## src/rtl/efi_multi_timer.sv

```systemverilog
// efi_multi_timer
//   Multi-channel fuel-injector pulse timer driven by an ignition coil sense.
//   Each accepted ignition event opens the injectors (all of them in batch
//   mode, one rotating channel in sequential mode) for a per-channel length
//   counted in 1 us ticks. The coil period is measured in 20 us ticks, and a
//   stalled engine is flagged when that period exceeds a programmable limit.
//
// Ports
//   sysclk                sole clock, rising edge
//   sysreset              asynchronous active-high reset
//   pulse1m               one-cycle 1 MHz tick (injector countdown)
//   pulse50k              one-cycle 50 kHz tick (period measurement)
//   ign_coil              asynchronous ignition coil sense
//   efi_enable            master enable
//   seq_mode              0 = batch, 1 = sequential
//   ign_timeout_len_20us  stall limit in 20 us ticks
//   efi_len_us            per-channel pulse length, channel k at [k*WIDTH +: WIDTH]
//   injector_open         per-channel injector drive, 1 = open
//   puff_event            one-cycle pulse per accepted ignition event
//   ign_timeout           engine stalled (level)
//   ign_period_20us       last measured ignition period
//   next_channel          channel the next sequential event fires
module efi_multi_timer #(
  parameter int  CHANNELS = 4,
  parameter int  WIDTH    = 16,
  localparam int NCW      = (CHANNELS > 1) ? $clog2(CHANNELS) : 1
) (
  input  logic                      sysclk,
  input  logic                      sysreset,
  input  logic                      pulse1m,
  input  logic                      pulse50k,
  input  logic                      ign_coil,
  input  logic                      efi_enable,
  input  logic                      seq_mode,
  input  logic [WIDTH-1:0]          ign_timeout_len_20us,
  input  logic [CHANNELS*WIDTH-1:0] efi_len_us,
  output logic [CHANNELS-1:0]       injector_open,
  output logic                      puff_event,
  output logic                      ign_timeout,
  output logic [WIDTH-1:0]          ign_period_20us,
  output logic [NCW-1:0]            next_channel
);

  typedef enum logic {ST_TIMEOUT, ST_RUN} run_state_t;
  typedef enum logic {CH_IDLE, CH_OPEN} ch_state_t;

  logic             coil_s1;
  logic             coil_s2;
  logic             coil_s3;
  logic             ign_event;
  logic [WIDTH-1:0] period_cnt;
  run_state_t       state;
  run_state_t       state_next;
  logic             accept;
  logic [CHANNELS-1:0] load;
  ch_state_t        ch_state       [CHANNELS];
  ch_state_t        ch_state_next  [CHANNELS];
  logic [WIDTH-1:0] countdown      [CHANNELS];
  logic [WIDTH-1:0] countdown_next [CHANNELS];

  // Two-flop synchroniser for the coil sense; the third flop only remembers
  // the previous synchronised level so a rising edge can be detected.
  always_ff @(posedge sysclk or posedge sysreset) begin
    if (sysreset) begin
      coil_s1 <= 1'b0;
      coil_s2 <= 1'b0;
      coil_s3 <= 1'b0;
    end else begin
      coil_s1 <= ign_coil;
      coil_s2 <= coil_s1;
      coil_s3 <= coil_s2;
    end
  end

  assign ign_event = coil_s2 & ~coil_s3;

  // Period measurement: an event wins over a simultaneous 50 kHz tick, so the
  // tick in the event cycle is dropped rather than counted into the new period.
  always_ff @(posedge sysclk or posedge sysreset) begin
    if (sysreset) begin
      period_cnt      <= '0;
      ign_period_20us <= '1;
    end else if (ign_event) begin
      ign_period_20us <= period_cnt;
      period_cnt      <= '0;
    end else if (pulse50k && (period_cnt != '1)) begin
      period_cnt <= period_cnt + 1'b1;
    end
  end

  // Run/timeout state register.
  always_ff @(posedge sysclk or posedge sysreset) begin
    if (sysreset) begin
      state <= ST_TIMEOUT;
    end else begin
      state <= state_next;
    end
  end

  // An event in RUN takes priority over the stall test: the counter is being
  // cleared by that same event, so the engine is demonstrably still turning.
  always_comb begin
    state_next = state;
    accept     = 1'b0;
    case (state)
      ST_TIMEOUT: begin
        if (ign_event) begin
          state_next = ST_RUN;
        end
      end
      ST_RUN: begin
        if (ign_event) begin
          accept = efi_enable;
        end else if (period_cnt >= ign_timeout_len_20us) begin
          state_next = ST_TIMEOUT;
        end
      end
    endcase
  end

  assign ign_timeout = (state == ST_TIMEOUT);

  // Puff strobe and sequential rotation pointer; the pointer is held at 0 for
  // as long as the engine is considered stalled.
  always_ff @(posedge sysclk or posedge sysreset) begin
    if (sysreset) begin
      puff_event   <= 1'b0;
      next_channel <= '0;
    end else begin
      puff_event <= accept;
      if (state_next == ST_TIMEOUT) begin
        next_channel <= '0;
      end else if (accept && seq_mode) begin
        next_channel <= (next_channel == NCW'(CHANNELS - 1)) ? '0 : next_channel + 1'b1;
      end
    end
  end

  always_comb begin
    load = '0;
    for (int k = 0; k < CHANNELS; k++) begin
      load[k] = accept && (!seq_mode || (next_channel == NCW'(k)));
    end
  end

  // Per-channel countdown. A load overrides both a pending 1 MHz tick and an
  // open channel (retrigger); a zero-length load leaves the channel closed.
  always_comb begin
    for (int k = 0; k < CHANNELS; k++) begin
      ch_state_next[k]  = ch_state[k];
      countdown_next[k] = countdown[k];
      if (!efi_enable) begin
        ch_state_next[k]  = CH_IDLE;
        countdown_next[k] = '0;
      end else if (load[k]) begin
        countdown_next[k] = efi_len_us[k*WIDTH +: WIDTH];
        ch_state_next[k]  = (efi_len_us[k*WIDTH +: WIDTH] == '0) ? CH_IDLE : CH_OPEN;
      end else if (ch_state[k] == CH_OPEN) begin
        if (countdown[k] == '0) begin
          ch_state_next[k] = CH_IDLE;
        end else if (pulse1m) begin
          countdown_next[k] = countdown[k] - 1'b1;
        end
      end
    end
  end

  always_ff @(posedge sysclk or posedge sysreset) begin
    if (sysreset) begin
      for (int k = 0; k < CHANNELS; k++) begin
        ch_state[k]  <= CH_IDLE;
        countdown[k] <= '0;
      end
    end else begin
      for (int k = 0; k < CHANNELS; k++) begin
        ch_state[k]  <= ch_state_next[k];
        countdown[k] <= countdown_next[k];
      end
    end
  end

  // Injector drive comes straight from channel state so an asynchronous reset
  // closes every injector without waiting for a clock edge.
  always_comb begin
    injector_open = '0;
    for (int k = 0; k < CHANNELS; k++) begin
      injector_open[k] = (ch_state[k] == CH_OPEN);
    end
  end

endmodule

```

## config.mk

```make
export PLATFORM = sky130hd
export DESIGN_NAME = efi_multi_timer
export DESIGN_NICKNAME = d
export VERILOG_FILES = /design/src/rtl/efi_multi_timer.sv
export SDC_FILE = /design/constraint.sdc
export NUM_CORES = 1
export LEC_CHECK = 0
export CORE_UTILIZATION = 56
export DETAILED_ROUTE_END_ITERATION = 8
export GPL_TIMING_DRIVEN = 0
export MAX_ROUTING_LAYER = met4
export PLACE_DENSITY_LB_ADDON = 0.2
export SLEW_MARGIN = 30
export SYNTH_ARGS = -nofsm -noshare
export SYNTH_HDL_FRONTEND = slang
export SYNTH_SLANG_ARGS = --single-unit
```

## constraint.sdc

```tcl
create_clock -name sysclk -period 8.2 [get_ports sysclk]
set_clock_uncertainty 0.05 [all_clocks]
set_input_delay 2.46 -clock sysclk [delete_from_list [all_inputs] [get_ports sysclk]]
set_output_delay 2.46 -clock sysclk [all_outputs]
set_load 0.05 [all_outputs]
```

# Word-level counts from Yosys, hierarchy flattened
# Index checks and enable logic that the tools add are counted.
[word_totals]
register_bits = 107
input_bits = 87
output_inout_bits = 24
word_cells = 119
[op_classes]
n_addsub = 6
magnitude_cmp = 1
n_eq_ne = 17
muxes = 51
n_bitwise = 3
reduce_logical = 25
[ops]
columns = ["cell", "count"]
rows = [
  ["16-bit two-way mux", 22],
  ["16-bit logical NOT", 8],
  ["16-bit by 1-bit subtractor with 16-bit output (second input constant)", 4],
  ["1-bit two-way mux", 25],
  ["16-bit by 1-bit adder with 16-bit output (second input constant)", 1],
  ["16-bit >= comparator", 1],
  ["16-bit != test (second input constant)", 1],
  ["3-bit by 1-bit != test with 1-bit output (second input constant)", 4],
  ["3-bit by 2-bit != test with 1-bit output (second input constant)", 4],
  ["3-bit != test (second input constant)", 4],
  ["3-bit AND reduction", 4],
  ["1-bit logical AND", 6],
  ["2-bit two-way mux", 3],
  ["2-bit == test (second input constant)", 2],
  ["1-bit logical OR", 4],
  ["2-bit by 1-bit adder with 2-bit output (second input constant)", 1],
  ["2-bit by 1-bit == test with 1-bit output (second input constant)", 1],
  ["2-bit logical NOT", 1],
  ["2-bit by 1-bit != test with 1-bit output (second input constant)", 1],
  ["1-bit inverter", 2],
  ["1-bit case mux with 2 select lines", 1],
  ["2-bit nonzero test", 1],
  ["1-bit bitwise AND", 1],
  ["1-bit logical NOT", 1],
]

# Logic depth before layout (Yosys ltp)
[depth]
ltp_word = 7
ltp_mapped = 8
ltp_nobuf = 7

# Least setup slack after synthesis
# No wires, ideal clock.
[synth_path]
path_type = "input to register"
from = "input port efi_enable"
to = "register countdown[16] in the netlist's numbering"
t_arrival_ns = 3.618
slack_ns = 4.399
cell_stages = 5
path_cell_list = "nand4b_1 > a21oi_1 > nand2b_1 > clkbuf_1 > o21ai_0"
[synth_between]
elab_chain_len = 5
word_cells_on_any_way = 9
cone_classes = "eq/ne (3); mux (4); reduce/logical (2)"
[synth_rtl]
columns = ["item", "line", "rtl"]
rows = [
  ["from (decl)", "33", "input logic efi_enable,"],
  ["1-bit two-way mux", "112", "if (ign_event) begin"],
  ["1-bit two-way mux", "105", "case (state)"],
  ["1-bit logical AND", "142", "load[k] = accept && (!seq_mode || (next_channel == NCW'(k)));"],
  ["3-bit != test (no source line), or another cell as far along", "-", ""],
  ["3-bit AND reduction (no source line) or 16-bit two-way mux (tied branches)", "-", ""],
  ["to (signal, indexed assignment)", "177", "countdown[k] <= countdown_next[k];"],
  ["to (decl)", "58", "logic [WIDTH-1:0] countdown [CHANNELS];"],
]
# Parallel ways exist; a longest one is shown, timed or not.
# A chain may end at the register's enable or synchronous reset.

# Worst setup path after layout
[layout_path]
from = "input port efi_enable"
to = "register countdown[21] in the netlist's numbering"
# The elaborated chain is that of the path after synthesis.

==> summary.txt <==
Status
  – Outcome: finished, final reports clean

Clock tree
  – Post_cts resized: 0
  – Worst skew pair latency: 360 ps
  – H-tree depth: 3
  – Clk pin slew, worst setup/hold paths: approximately 70 ps
  – Post-CTS Hold Buffers: 0
  – Clk sinks: 107
  – Post CTS Setup Buffer Count: 0
  – Total CTS buffers: 9
  – Root buffer cell: clkbuf_16
  – CTS tree: done
  – Max Root-Sink Buffers: 2

Yosys
  – Post-synthesis simple-gate area fraction: a little under a quarter
  – YS warnings: 0
  – Cell variety after synth: 66
  – Post-synthesis area per instance: slightly above 9 sq um
  – Yosys reg bits: ~110
  – Xor-xnor portion of the synthesized cell area: 4.619%
  – Synthesized Nets: between 800 and 900
  – Cells after synthesis: 702
  – Async S/R FF share, synth: 100.0%
  – Synth Cell Area: 6447 sq um
  – Area fraction in compound gates after synthesis: ~17%
  – Mux contribution to synthesized area: between 4 and 5%
  – Dominant combinational cell family by area after synthesis: simple AND/OR/NAND/NOR gates
  – Adder and majority cell fraction of the synthesized area: under 10%
  – Number of synthesized flops with an enable pin: 0
  – Ys flop type: dfrtp_1
  – Register area share after synthesis: about two fifths

Die
  – Initial Utilization: between 50% and 60%
  – Die X: around 110 microns
  – Die area: between 10000 and 15000 sq um
  – Row count: 38
  – # IOs: about 110
  – Die H: 109.3 microns
  – Core Area: 11030 sq um

Setup path
  – Critical R2R Capture: countdown[13]$_DFFE_PP0P_
  – CP required: 8370 ps
  – Critical path peak fanout: 10
  – Worst R2R Setup Slack: 5650 ps
  – CP Data Arrival Time: 4700 ps
  – R2R cell count: 5
  – Crit end category: register
  – WS Path Type: in -> reg
  – Critical R2R Launch: countdown[6]$_DFFE_PP0P_
  – CP startpoint kind: input port

Placed design
  – IO Port Bufs: 110
  – Placed inst area: approximately 7800 sq um
  – Final HPWL DP: 12.88 mm
  – Gpl congestion: around 0.95

Route
  – DR pass1 iterations: 5
  – Avg WL per Cell: 17.86 microns
  – Remaining antenna violation count after routing: 0
  – Drt total wl: ~17 mm
  – Vias per std cell: between 6 and 7
  – Vias: roughly 6k
  – DR iter-0 viols: 481
  – DR DRC count: 0

Global routing
  – Total grt overflow: 0
  – Initial antenna violation count: 0
  – Vias in the first global route: 5925
  – Gr usage total: between 30% and 40%
  – Largest net degree at the start of global routing: 63
  – First-pass GRT wire length: 27.79 mm

Min path
  – Hold_sp: coil_s1$_DFF_PP0_
  – HP Class: reg -> reg
  – Hold EP: coil_s2$_DFF_PP0_
  – Hold Path Depth: 0

Pwr
  – Combinational fraction of design power: around a third
  – Switching pwr: about 0.00056 W
  – Sw frac: 33.91%
  – VDD IR max: between 0.00015 and 0.0002 V
  – Sequential Power Share: between 30% and 40%
  – Lkg Pwr: roughly 3.4 nW
  – Clock power frac: around 30%
  – P per Cell Area: between 200 and 250 nW/um^2
  – Internal: roughly 0.0011 W

Timing
  – Max Clock Freq: roughly 220 MHz
  – Max-Slew Margin vs Limit: 47.59%
  – Share of the clock period used by the worst path: a little under three fifths
  – Final setup TNS: 0 ps
  – Final slew viol count: 0
  – Final worst path period need: around 4500 ps
  – Final setup fails: 0
  – Worst-Margin Slew: around 780 ps
  – Final Hold Vio Count: 0
  – RSZ-0062 raised after global routing: false

Final layout
  – Layout cell share with drive strength beyond 1: under 10%
  – Most common cell after layout, fill and taps aside: clkdlybuf4s50_1
  – Layout Nets: 940
  – P&R area growth vs syn: 25.60%
  – Most frequent cells in the layout: 110 x clkdlybuf4s50_1, 91 x dfrtp_1, 77 x nand2_1
  – Ant. Diodes: 0
  – Design area: about 8000 sq um

Flow run
  – Maximum capacitance violations: 0
per-layer routing:
layer	routed length [microns]	GRT usage, %
met5	0	-
met3	1162	6.758
met1	7328	38.10
met2	8500	51.26
met4	314	9.429
worst max-delay path, stage by stage:
cell,delay (ps)
clkdlybuf4s50_1,580
nand4b_1,210
a21oi_1,630
nand2b_1,330
clkbuf_1,330
o21ai_0,160
Yosys cell counts, drive strengths merged, types with 13 or more instances:
library cell	n	area share, %
dfrtp	91	35
nor2	44	2.6
nor4	39	3.8
nand4	13	1.3
inv	39	2.3
o211ai	16	1.9
ha	29	5.6
dfstp	16	6.5
mux2	16	2.8
nand3	26	2.0
o21ai	44	3.4
a21oi	26	2.1
xnor2	25	3.4
nor3	28	2.2
clkbuf	19	1.1
nand2	77	4.5
kinds of logic (layout without fill, tap and decap cells):
logic type	after synthesis	in the layout
AOI/OAI and AO/OA	160	160
DFF	107	107
xor gates and xnor gates	34	34
adders and majority gates	29	29
and+or+nand+nor	283	283
buffers and inverters	65	192
muxes	24	24
registers in the layout (all words and copies together), names as in the netlist, 2 cells and up:
signal and cells:
period_cnt 16, injector_open 4, countdown 64, ign_period_20us 16, next_channel 2
cell type report:
cell class	instances	area [sq um]
buffer	26	110.1
clock buffer	12	236.5
clock inverter	4	98.84
fill	805	2933
inverter	39	151.4
multi-input combinational	530	3500
sequential	107	2698
tap	140	175.2
timing repair buffer	111	1129
power groups by stage:
stage	Combinational, W	Sequential [W]	Clock, W
6_report	0.000529	0.000641	0.000495
2_1_floorplan	0.000314	0.000682	0
3_3_place_gp	0.000501	0.000645	0
3_5_place_dp	0.000520	0.000648	0
5_1_grt	0.000579	0.000648	0.000523
4_1_cts	0.000524	0.000639	0.000504
worst max path at each step:
stage | start | end | slack [ps] | cells after the start
final | efi_enable | countdown[21]$_DFFE_PP0P_ | 3670 | 6
after global routing | efi_enable | countdown[20]$_DFFE_PP0P_ | 3430 | 6
after detailed placement | efi_enable | countdown[20]$_DFFE_PP0P_ | 3310 | 6
after floorplan | sysreset | coil_s1$_DFF_PP0_ | 2900 | 1
after CTS | efi_enable | countdown[41]$_DFFE_PP0P_ | 3680 | 8
after global placement | sysreset | period_cnt[5]$_DFFE_PP0P_ | 1320 | 2
stage by stage:
| stage | hold slack, ps | util [%] | cells | power [W] | setup slack (ps) |
|---|---|---|---|---|---|
| after floorplan | 281.2 | - | 702 | 0.0009956 | 2899 |
| after global placement | 289.6 | 70.02 | 952 | 0.001146 | 1322 |
| after detailed placement | 299.6 | 70.32 | 953 | 0.001168 | 3311 |
| after CTS | 315.4 | 73.36 | 969 | 0.001667 | 3680 |
| after global routing | 331.1 | 73.41 | 969 | 0.001750 | 3428 |
| final | 315.1 | 73.41 | 969 | 0.001665 | 3666 |
(Power assumes the default switching activity.)
